### src/rtl/fetch_pkg.sv
// Shared definitions for the instruction-fetch sequencer.
//   - FSM state encoding (IDLE/REQ/OUT)
//   - next-PC select codes used between the FSM and fetch_next_pc
//   - PC / instruction widths and a word-alignment helper
package fetch_pkg;

   localparam int PC_WIDTH    = 32;
   localparam int INSTR_WIDTH = 32;

   typedef enum logic [1:0] {
      IDLE = 2'd0,
      REQ  = 2'd1,
      OUT  = 2'd2
   } fetch_state_t;

   typedef enum logic [1:0] {
      NPC_SEQ      = 2'd0,
      NPC_REDIRECT = 2'd1,
      NPC_PEND     = 2'd2
   } npc_sel_t;

   // Instruction words are 4-byte aligned; the two low address bits are dropped.
   function automatic logic [PC_WIDTH-1:0] align_word(input logic [PC_WIDTH-1:0] addr);
      return {addr[PC_WIDTH-1:2], 2'b00};
   endfunction

endpackage

### src/rtl/fetch_sequencer_if.sv
// Handshake bundle between the fetch sequencer, instruction memory and decode.
//   memory side : mem_req/mem_addr out, mem_ack/mem_rdata back
//   decode side : inst_valid/inst_data/inst_pc out, inst_ready back
// master = fetch sequencer, slave = memory + decode environment.
interface fetch_sequencer_if;
   import fetch_pkg::*;

   logic                   mem_req;
   logic [PC_WIDTH-1:0]    mem_addr;
   logic                   mem_ack;
   logic [INSTR_WIDTH-1:0] mem_rdata;
   logic                   inst_valid;
   logic [INSTR_WIDTH-1:0] inst_data;
   logic [PC_WIDTH-1:0]    inst_pc;
   logic                   inst_ready;

   modport master (
      output mem_req, mem_addr, inst_valid, inst_data, inst_pc,
      input  mem_ack, mem_rdata, inst_ready
   );

   modport slave (
      input  mem_req, mem_addr, inst_valid, inst_data, inst_pc,
      output mem_ack, mem_rdata, inst_ready
   );

endinterface

### src/rtl/fetch_next_pc.sv
// Combinational next-PC select for the fetch sequencer.
//   sel         : NPC_SEQ (pc + PC_STEP), NPC_REDIRECT, NPC_PEND
//   pc          : current program counter
//   redirect_pc : live redirect target from execute
//   pend_pc     : redirect target captured while a request was in flight
//   next_pc     : selected value; redirect targets are word-aligned
module fetch_next_pc
   import fetch_pkg::*;
#(
   parameter int PC_STEP = 4
) (
   input  npc_sel_t            sel,
   input  logic [PC_WIDTH-1:0] pc,
   input  logic [PC_WIDTH-1:0] redirect_pc,
   input  logic [PC_WIDTH-1:0] pend_pc,
   output logic [PC_WIDTH-1:0] next_pc
);

   always_comb begin
      next_pc = pc + PC_WIDTH'(PC_STEP);
      case (sel)
         NPC_REDIRECT: next_pc = align_word(redirect_pc);
         NPC_PEND:     next_pc = align_word(pend_pc);
         default:      next_pc = pc + PC_WIDTH'(PC_STEP);
      endcase
   end

endmodule

### src/rtl/fetch_sequencer.sv
// Instruction-fetch controller: owns the PC, requests words from instruction
// memory over req/ack and hands each word plus its PC to decode over
// valid/ready. Redirects from execute squash any wrong-path word.
//
// Ports:
//   clk, rst        : clock, asynchronous active-high reset
//   enable          : fetch permitted; low lets the current fetch finish, then idles
//   redirect_valid  : one-cycle pulse changing the fetch stream
//   redirect_pc     : redirect target (low two bits ignored)
//   bus             : memory + decode handshakes (fetch_sequencer_if.master)
//   busy            : FSM not idle
//   fetch_count     : instructions accepted by decode (wraps)
//
// state | meaning
// IDLE  | no request outstanding; redirects just reload pc
// REQ   | mem_req high at mem_addr=pc, waiting for mem_ack
// OUT   | instruction presented to decode, waiting for inst_ready
module fetch_sequencer
   import fetch_pkg::*;
#(
   parameter logic [PC_WIDTH-1:0] RESET_PC = 32'h0000_0000,
   parameter int                  PC_STEP  = 4
) (
   input  logic                clk,
   input  logic                rst,
   input  logic                enable,
   input  logic                redirect_valid,
   input  logic [PC_WIDTH-1:0] redirect_pc,
   fetch_sequencer_if.master   bus,
   output logic                busy,
   output logic [31:0]         fetch_count
);

   fetch_state_t           state;
   logic [PC_WIDTH-1:0]    pc;
   logic [PC_WIDTH-1:0]    pend_pc;
   logic                   squash;
   logic [INSTR_WIDTH-1:0] inst_data_q;
   logic [PC_WIDTH-1:0]    inst_pc_q;
   npc_sel_t               npc_sel;
   logic [PC_WIDTH-1:0]    next_pc;

   // Outside REQ the only pc update is a redirect. Inside REQ a live redirect
   // beats a pending one, and a clean ack advances sequentially.
   always_comb begin
      npc_sel = NPC_REDIRECT;
      if (state == REQ && !redirect_valid) begin
         npc_sel = squash ? NPC_PEND : NPC_SEQ;
      end
   end

   fetch_next_pc #(
      .PC_STEP (PC_STEP)
   ) u_next_pc (
      .sel         (npc_sel),
      .pc          (pc),
      .redirect_pc (redirect_pc),
      .pend_pc     (pend_pc),
      .next_pc     (next_pc)
   );

   always_ff @(posedge clk or posedge rst) begin
      if (rst) begin
         state       <= IDLE;
         pc          <= RESET_PC;
         pend_pc     <= '0;
         squash      <= 1'b0;
         inst_data_q <= '0;
         inst_pc_q   <= '0;
         fetch_count <= '0;
      end else begin
         case (state)
            IDLE: begin
               if (redirect_valid) begin
                  pc <= next_pc;
               end else if (enable) begin
                  state <= REQ;
               end
            end

            REQ: begin
               if (bus.mem_ack) begin
                  if (squash || redirect_valid) begin
                     // Wrong-path word: drop it and restart at the new target.
                     pc     <= next_pc;
                     squash <= 1'b0;
                     state  <= enable ? REQ : IDLE;
                  end else begin
                     inst_data_q <= bus.mem_rdata;
                     inst_pc_q   <= pc;
                     pc          <= next_pc;
                     state       <= OUT;
                  end
               end else if (redirect_valid) begin
                  // The request cannot be withdrawn; remember where to go once
                  // it completes. A later redirect overwrites an earlier one.
                  squash  <= 1'b1;
                  pend_pc <= redirect_pc;
               end
            end

            OUT: begin
               if (redirect_valid) begin
                  pc    <= next_pc;
                  state <= enable ? REQ : IDLE;
               end else if (bus.inst_ready) begin
                  fetch_count <= fetch_count + 32'd1;
                  state       <= enable ? REQ : IDLE;
               end
            end

            default: state <= IDLE;
         endcase
      end
   end

   // Outputs decode from registered state only; mem_addr reads 0 unless requesting.
   assign bus.mem_req    = (state == REQ);
   assign bus.mem_addr   = (state == REQ) ? pc : '0;
   assign bus.inst_valid = (state == OUT);
   assign bus.inst_data  = inst_data_q;
   assign bus.inst_pc    = inst_pc_q;
   assign busy           = (state != IDLE);

endmodule
### src/flat_wrapper.sv
// flat-port wrapper written by rule: the top's interface ports become plain ports
module fetch_sequencer_flat import fetch_pkg::*;
#(
   parameter logic [PC_WIDTH-1:0] RESET_PC = 32'h0000_0000,
   parameter int                  PC_STEP  = 4
)
  (clk, rst, enable, redirect_valid, redirect_pc, busy, fetch_count, bus_mem_req, bus_mem_addr, bus_inst_valid, bus_inst_data, bus_inst_pc, bus_mem_ack, bus_mem_rdata, bus_inst_ready);
  fetch_sequencer_if bus_i ();
  input  logic clk;
  input  logic rst;
  input  logic enable;
  input  logic redirect_valid;
  input  logic [PC_WIDTH-1:0] redirect_pc;
  output logic busy;
  output logic [31:0] fetch_count;
  output wire logic [$bits(bus_i.mem_req)-1:0] bus_mem_req;
  output wire logic [$bits(bus_i.mem_addr)-1:0] bus_mem_addr;
  output wire logic [$bits(bus_i.inst_valid)-1:0] bus_inst_valid;
  output wire logic [$bits(bus_i.inst_data)-1:0] bus_inst_data;
  output wire logic [$bits(bus_i.inst_pc)-1:0] bus_inst_pc;
  input wire logic [$bits(bus_i.mem_ack)-1:0] bus_mem_ack;
  input wire logic [$bits(bus_i.mem_rdata)-1:0] bus_mem_rdata;
  input wire logic [$bits(bus_i.inst_ready)-1:0] bus_inst_ready;
  assign bus_mem_req = bus_i.mem_req;
  assign bus_mem_addr = bus_i.mem_addr;
  assign bus_inst_valid = bus_i.inst_valid;
  assign bus_inst_data = bus_i.inst_data;
  assign bus_inst_pc = bus_i.inst_pc;
  assign bus_i.mem_ack = bus_mem_ack;
  assign bus_i.mem_rdata = bus_mem_rdata;
  assign bus_i.inst_ready = bus_inst_ready;
  fetch_sequencer #(.RESET_PC(RESET_PC), .PC_STEP(PC_STEP)) u_core (.clk(clk), .rst(rst), .enable(enable), .redirect_valid(redirect_valid), .redirect_pc(redirect_pc), .bus(bus_i), .busy(busy), .fetch_count(fetch_count));
endmodule
### config.mk
export PLATFORM = sky130hd
export DESIGN_NAME = fetch_sequencer_flat
export DESIGN_NICKNAME = d
export VERILOG_FILES = /design/src/rtl/fetch_pkg.sv /design/src/rtl/fetch_sequencer_if.sv /design/src/rtl/fetch_next_pc.sv /design/src/rtl/fetch_sequencer.sv /design/src/flat_wrapper.sv
export SDC_FILE = /design/constraint.sdc
export NUM_CORES = 1
export LEC_CHECK = 0
export CORE_ASPECT_RATIO = 1.5
export CORE_MARGIN = 2
export CORE_UTILIZATION = 50
export CTS_CLUSTER_DIAMETER = 120
export DETAILED_ROUTE_END_ITERATION = 16
export GPL_ROUTABILITY_DRIVEN = 0
export PLACE_DENSITY = 0.87
export SLEW_MARGIN = 15
export SYNTH_ARGS = -nofsm -noshare
export SYNTH_HDL_FRONTEND = slang
export SYNTH_SLANG_ARGS = --single-unit
### constraint.sdc
create_clock -name clk -period 5.8 [get_ports clk]
set_input_delay 1.16 -clock clk [delete_from_list [all_inputs] [get_ports clk]]
set_output_delay 1.16 -clock clk [all_outputs]
set_load 0.01 [all_outputs]
**Word level (Yosys, flattened, before mapping)**

Index checks and enable logic that the tools add are counted.

- Bitwise gates (word level): 3
- Reduce and logical (&&, ||, !) cells: 14
- Add/sub/neg operators: 2
- Multipliers: 0
- Equality and inequality tests: 10
- Magnitude comparators: 0
- Multiplexer cells: 18
- Divide/modulo/power cells: 0
- Shifts and indexed selects: 0

Operator list:

| operator | number |
|---|---|
| 32-bit case mux with 2 select lines | 2 |
| 32-bit 2-to-1 mux | 3 |
| 32-bit by 1-bit adder with 32-bit output (second input constant) | 1 |
| 32-bit by 3-bit adder with 32-bit output (second input constant) | 1 |
| 2-bit 2-to-1 mux | 8 |
| 3-bit AND reduction | 5 |
| 2-bit by 1-bit != test with 1-bit output (second input constant) | 3 |
| 2-bit case mux with 3 select lines | 1 |
| 2-bit nonzero test | 3 |
| 2-bit by 1-bit == test with 1-bit output (second input constant) | 2 |
| 2-bit == test (second input constant) | 2 |
| 1-bit 2-to-1 mux | 4 |
| 2-bit != test (second input constant) | 2 |
| 4-bit AND reduction | 1 |
| 3-bit by 2-bit != test with 1-bit output (second input constant) | 1 |
| 1-bit NOT | 3 |
| 2-bit logical NOT | 1 |
| 2-bit OR reduction | 1 |
| 1-bit logical AND | 1 |
| 1-bit logical NOT | 1 |
| 1-bit logical OR | 1 |

- Register bits after elaboration: 163
- ROM bits: 0
- Output and inout port bits: 131
- Memories kept: 0
- RAM bits: 0
- Logic and storage cells: 54
- Input bits: 70
- Bits in latches: 0

**Logic depth before layout (Yosys ltp)**

- Word-level depth: 7
- Gate-level depth with buffers: 8
- Depth with buffers taken out: 5

**By module**

From an unflattened synthesis, not the netlist that was laid out.

- Cells, all modules: 641
- Area total of the unflattened synthesis: 7811.2 um^2

By module, submodules not included:

| module | sequential area each (um^2) | times used | cells each | area an instance (um^2) |
|---|---|---|---|---|
| fetch_sequencer | 4078.9 | 1 | 465 | 6640.1 |
| fetch_next_pc | 0.0 | 1 | 176 | 1171.1 |

**Worst setup path after synthesis**

OpenSTA, ideal clock, no wires.

- Path kind: in2reg
- From: input redirect_valid
- To: register u_core.inst_data_q[0] (netlist: u_core.bus.inst_data[0])
- Setup slack: 3118 ps
- Path buffers: 3
- Data required time: 5672 ps
- Setup time: 128 ps
- Stages: 6
- Arrival: 2554 ps
- Path through: buf_6 -> nor4b_4 -> nand2_1 -> buf_2 -> clkbuf_1 -> mux2_1

- Cells in the longest elaborated chain, start to end: 3

Ends and longest elaborated chain:

| item | line | source |
|---|---|---|
| from (decl) | flat_wrapper.sv:12 | `input logic redirect_valid;` |
| 1-bit logical OR | fetch_sequencer.sv:83 | `if (squash \|\| redirect_valid) begin` |
| 1-bit NOT (no line) | -- |  |
| 3-bit AND reduction (no line) | -- |  |
| to (signal assigned) | fetch_sequencer.sv:89 | `inst_data_q <= bus.mem_rdata;` |
| to (decl) | fetch_sequencer.sv:38 | `logic [INSTR_WIDTH-1:0] inst_data_q;` |

No other way between the ends.
A chain may end at the register's enable or synchronous reset.

**Final worst setup path**

- From: register u_core.state[1]
- To: output bus_mem_addr[10]

- Cells in the longest elaborated chain, start to end: 2

Ends and longest elaborated chain:

| item | line | source |
|---|---|---|
| from (decl) | fetch_sequencer.sv:34 | `fetch_state_t state;` |
| from (signal assigned) | fetch_sequencer.sv:87 | `state <= enable ? REQ : IDLE;` |
| from (signal assigned) | fetch_sequencer.sv:105 | `state <= enable ? REQ : IDLE;` |
| from (signal assigned) | fetch_sequencer.sv:108 | `state <= enable ? REQ : IDLE;` |
| 2-bit by 1-bit == test with 1-bit output | fetch_sequencer.sv:119 | `assign bus.mem_addr = (state == REQ) ? pc : '0;` |
| 32-bit 2-to-1 mux | fetch_sequencer.sv:119 |  |
| to (decl) | flat_wrapper.sv:17 | `output wire logic [$bits(bus_i.mem_addr)-1:0] bus_mem_addr;` |

No other way between the ends.

==> results_dict.tcl <==
set metrics [dict create \
    place_area_um2 9892 \
    p_comb_share_pct 38.9 \
    antenna_cells 0 \
    synth_area_per_cell_um2 10.79 \
    reg2reg_setup_slack_ns 3.16 \
    cts_max_level 4 \
    worstPathRequired_ns 4.64 \
    antenna_found_initial 0 \
    postRouteAntennaNets 0 \
    reg2reg_to "u_core.pc[19]" \
    hold_class "flip-flop to flip-flop" \
    netlist_instances 728 \
    synth_edf_count 0 \
    synth_fa_ha_area_share_pct 0.3185 \
    viasPerCell 5.945 \
    synth-simple-area-share_pct 20.02 \
    ir_worst_vdd_mv 0.2250 \
    die_y_um 157.5 \
    synth_top_family_by_area "simple AND/OR/NAND/NOR gates" \
    fin_crit_sh_pct 63.61 \
    routedWlPerCell_um 18.64 \
    utilization_pct 67.64 \
    worst_slack_ns 2.111 \
    clk_latency_ns 0.42 \
    die_x_um 106.4 \
    crit_type "flip-flop to output port" \
    grt_pass1_vias 6465 \
    synth-xor-area-share_pct 3.455 \
    tightest_slew_ns 1.012 \
    layout-drive-gt1-share_pct 7.473 \
    cts_hold_buf 0 \
    cts_buffer_depth 2 \
    postCtsSetupRepairBufs 0 \
    track_usage_pct 25.16 \
    max_cap_violations 0 \
    layout.nets 969 \
    core_area_um2 15480 \
    synth_top_flop_cell "dfrtp_1" \
    post_cts_resized 0 \
    io_buffers 194 \
    synthDistinctLibCells 62 \
    internal_power_mw 3.197 \
    grt.overflow.total 0 \
    crit_arrival_ns 2.53 \
    rows 56 \
    leakage_nw 4.402 \
    seq_power_share_pct 39.0 \
    maxSlewHeadroom_pct 32.44 \
    max_freq_mhz 271.1 \
    final.min_clock_period_ns 3.689 \
    crit_start "u_core.state[1]" \
    endpoint "bus_mem_addr[10]" \
    async_reset_ff_share_pct 100.0 \
    cts.sink_count 157 \
    synth-seq-cells 157 \
    drc 0 \
    final_cell_mix "clkdlybuf4s50_1, dfrtp_1, mux2_1" \
    setup_tns_ns 0 \
    area_delta_synth_final_pct 33.30 \
    netlist_area_um2 7858 \
    post-route-cell-area_um2 10470 \
    start_util_pct 50.74 \
    clk_pin_slew_ns 0.07 \
    cts_buffers 17 \
    mostFrequentLayoutCell "clkdlybuf4s50_1" \
    synthMuxAreaShare_pct 14.54 \
    start_kind "flip-flop" \
    vias 6617 \
    clock-root-buffer "clkbuf_16" \
    synth_compound_area_share_pct 7.707 \
    holdWs_ns 0.4819 \
    outcome "complete, no violations" \
    crit_chain "nand2b_1 -> inv_2 -> and2_1 -> clkdlybuf4s50_1" \
    cts_tree "built" \
    clockPowerShare_pct 22.0 \
    p_per_area_nw_per_um2 476.3 \
    crit_fanout 31 \
    finalHoldViolCount 0 \
    firstDrtPassIters 6 \
    grt_max_degree 84 \
    rr_startpoint "u_core.state[1]" \
    ios 201 \
    drt_wl_total_mm 20.75 \
    critPathMaxStageDelay_ns 0.60 \
    nFillCells 1155 \
    clock_skew_ns 0.009723 \
    drt-initial-drc-count 684 \
    switching_share_pct 35.91 \
    hpwl_mm 14.37 \
    setup_viol 0 \
    die-area_um2 16750 \
    grt_pass1_wl_mm 33.16 \
    cp_slowest_cell "clkdlybuf4s50_1" \
    switchingPower_mw 1.791 \
    grt_setup_unrepaired "no" \
    dp_slack_ns 1.949 \
    slew_violations 0 \
    rr_worst_depth 5 \
    synth_warnings 0 \
    worstSetupEndpointType "output port" \
    ys_seq_area_share_pct 50.00 \
]
cells in the mapped netlist, types with 3 or more instances:
cell type	instances	area, µm²
buf_4	6	45.04
and3_1	14	87.58
buf_2	12	60.06
o311ai_0	4	35.03
clkbuf_1	30	112.6
o31ai_1	3	22.52
nand2_1	65	244.0
or3_1	3	18.77
inv_1	14	52.55
nor3_1	4	20.02
nor2_1	26	97.59
a31oi_1	5	31.28
o21ai_0	14	70.07
and4_1	13	113.9
buf_1	6	22.52
dfrtp_1	157	3929
a221oi_1	4	35.03
mux2_1	70	788.3
a21oi_1	15	75.07
xor2_1	7	61.31
and2_1	35	219.0
nor4_1	12	75.07
xnor2_1	24	210.2
nand3_1	40	200.2
nand4b_1	5	43.79
o311ai_1	4	35.03
o2bb2ai_1	3	26.28
mux2_2	19	214.0
nand4_1	34	212.7
o21ai_1	10	50.05
mux2i_1	14	140.1
nand2b_1	3	18.77
o211ai_1	6	45.04
or4_1	5	37.54
a21o_1	8	60.06
layer usage:
metal | vias up | track usage [%] | wire [µm]
met4 | 0 | 11.97 | 881
met2 | 334 | 43.50 | 10550
met5 | - | 0 | 0
met3 | 72 | 3.934 | 1351
met1 | 3248 | 30.62 | 7960
li1 | 2963 | - | -
worst max-delay path, delay by kind of cell, from the launching register on:
| family | cells | cell delay [ns] |
|---|---|---|
| AND/OR/NAND/NOR | 2 | 0.54 |
| buffers and inverters | 2 | 1.02 |
| flip-flops | 1 | 0.54 |
how the worst min path moves through the flow:
stage,from,to,depth (start not counted)
floorplan,u_core.pend_pc[28],u_core.pend_pc[28],1
global placement,u_core.pend_pc[28],u_core.pend_pc[28],1
detailed placement,u_core.pend_pc[28],u_core.pend_pc[28],1
CTS,u_core.pend_pc[28],u_core.pend_pc[28],1
global route,u_core.bus.inst_data[20],u_core.bus.inst_data[20],1
finish,u_core.pend_pc[28],u_core.pend_pc[28],1
sequential cells by signal (all words and copies together) (netlist names):
signal / flops
u_core.bus.inst_data: 32
u_core.fetch_count: 32
u_core.bus.inst_pc: 30
u_core.pc: 30
u_core.pend_pc: 30
u_core.state: 2
u_core.squash: 1
stage by stage:
step,instances,power [mW]
floorplan,731,2.894
global placement,1081,3.819
detailed placement,1081,3.893
CTS,1113,5.000
global route,1113,5.254
finish,1113,4.988
cell type report:
| type | count | area, µm² | share of cell area, % |
|---|---|---|---|
| clock inverters | 13 | 128.9 | 1.230 |
| well taps | 203 | 254.0 | 2.425 |
| flip-flops and latches | 157 | 3929 | 37.51 |
| clock buffers | 19 | 452.9 | 4.324 |
| multi-input cells | 504 | 3646 | 34.81 |
| inverters | 15 | 61.31 | 0.5854 |
| repair buffers | 202 | 2002 | 19.11 |
cells by family after synthesis:
family,after synthesis
compound gates,89
xor+xnor,31
fa+ha+maj,2
buf+inv,70
flops,157
mux,103
other cells,1
simple gates,275
power groups by stage:
stage / sequential, mW / clock (mW) / combinational [mW]
floorplan: 1.90 / 0 / 0.996
global placement: 1.92 / 0 / 1.90
detailed placement: 1.95 / 0 / 1.94
CTS: 1.93 / 1.11 / 1.96
global route: 2.00 / 1.16 / 2.09
finish: 1.95 / 1.10 / 1.94
(Power assumes the default switching activity.)
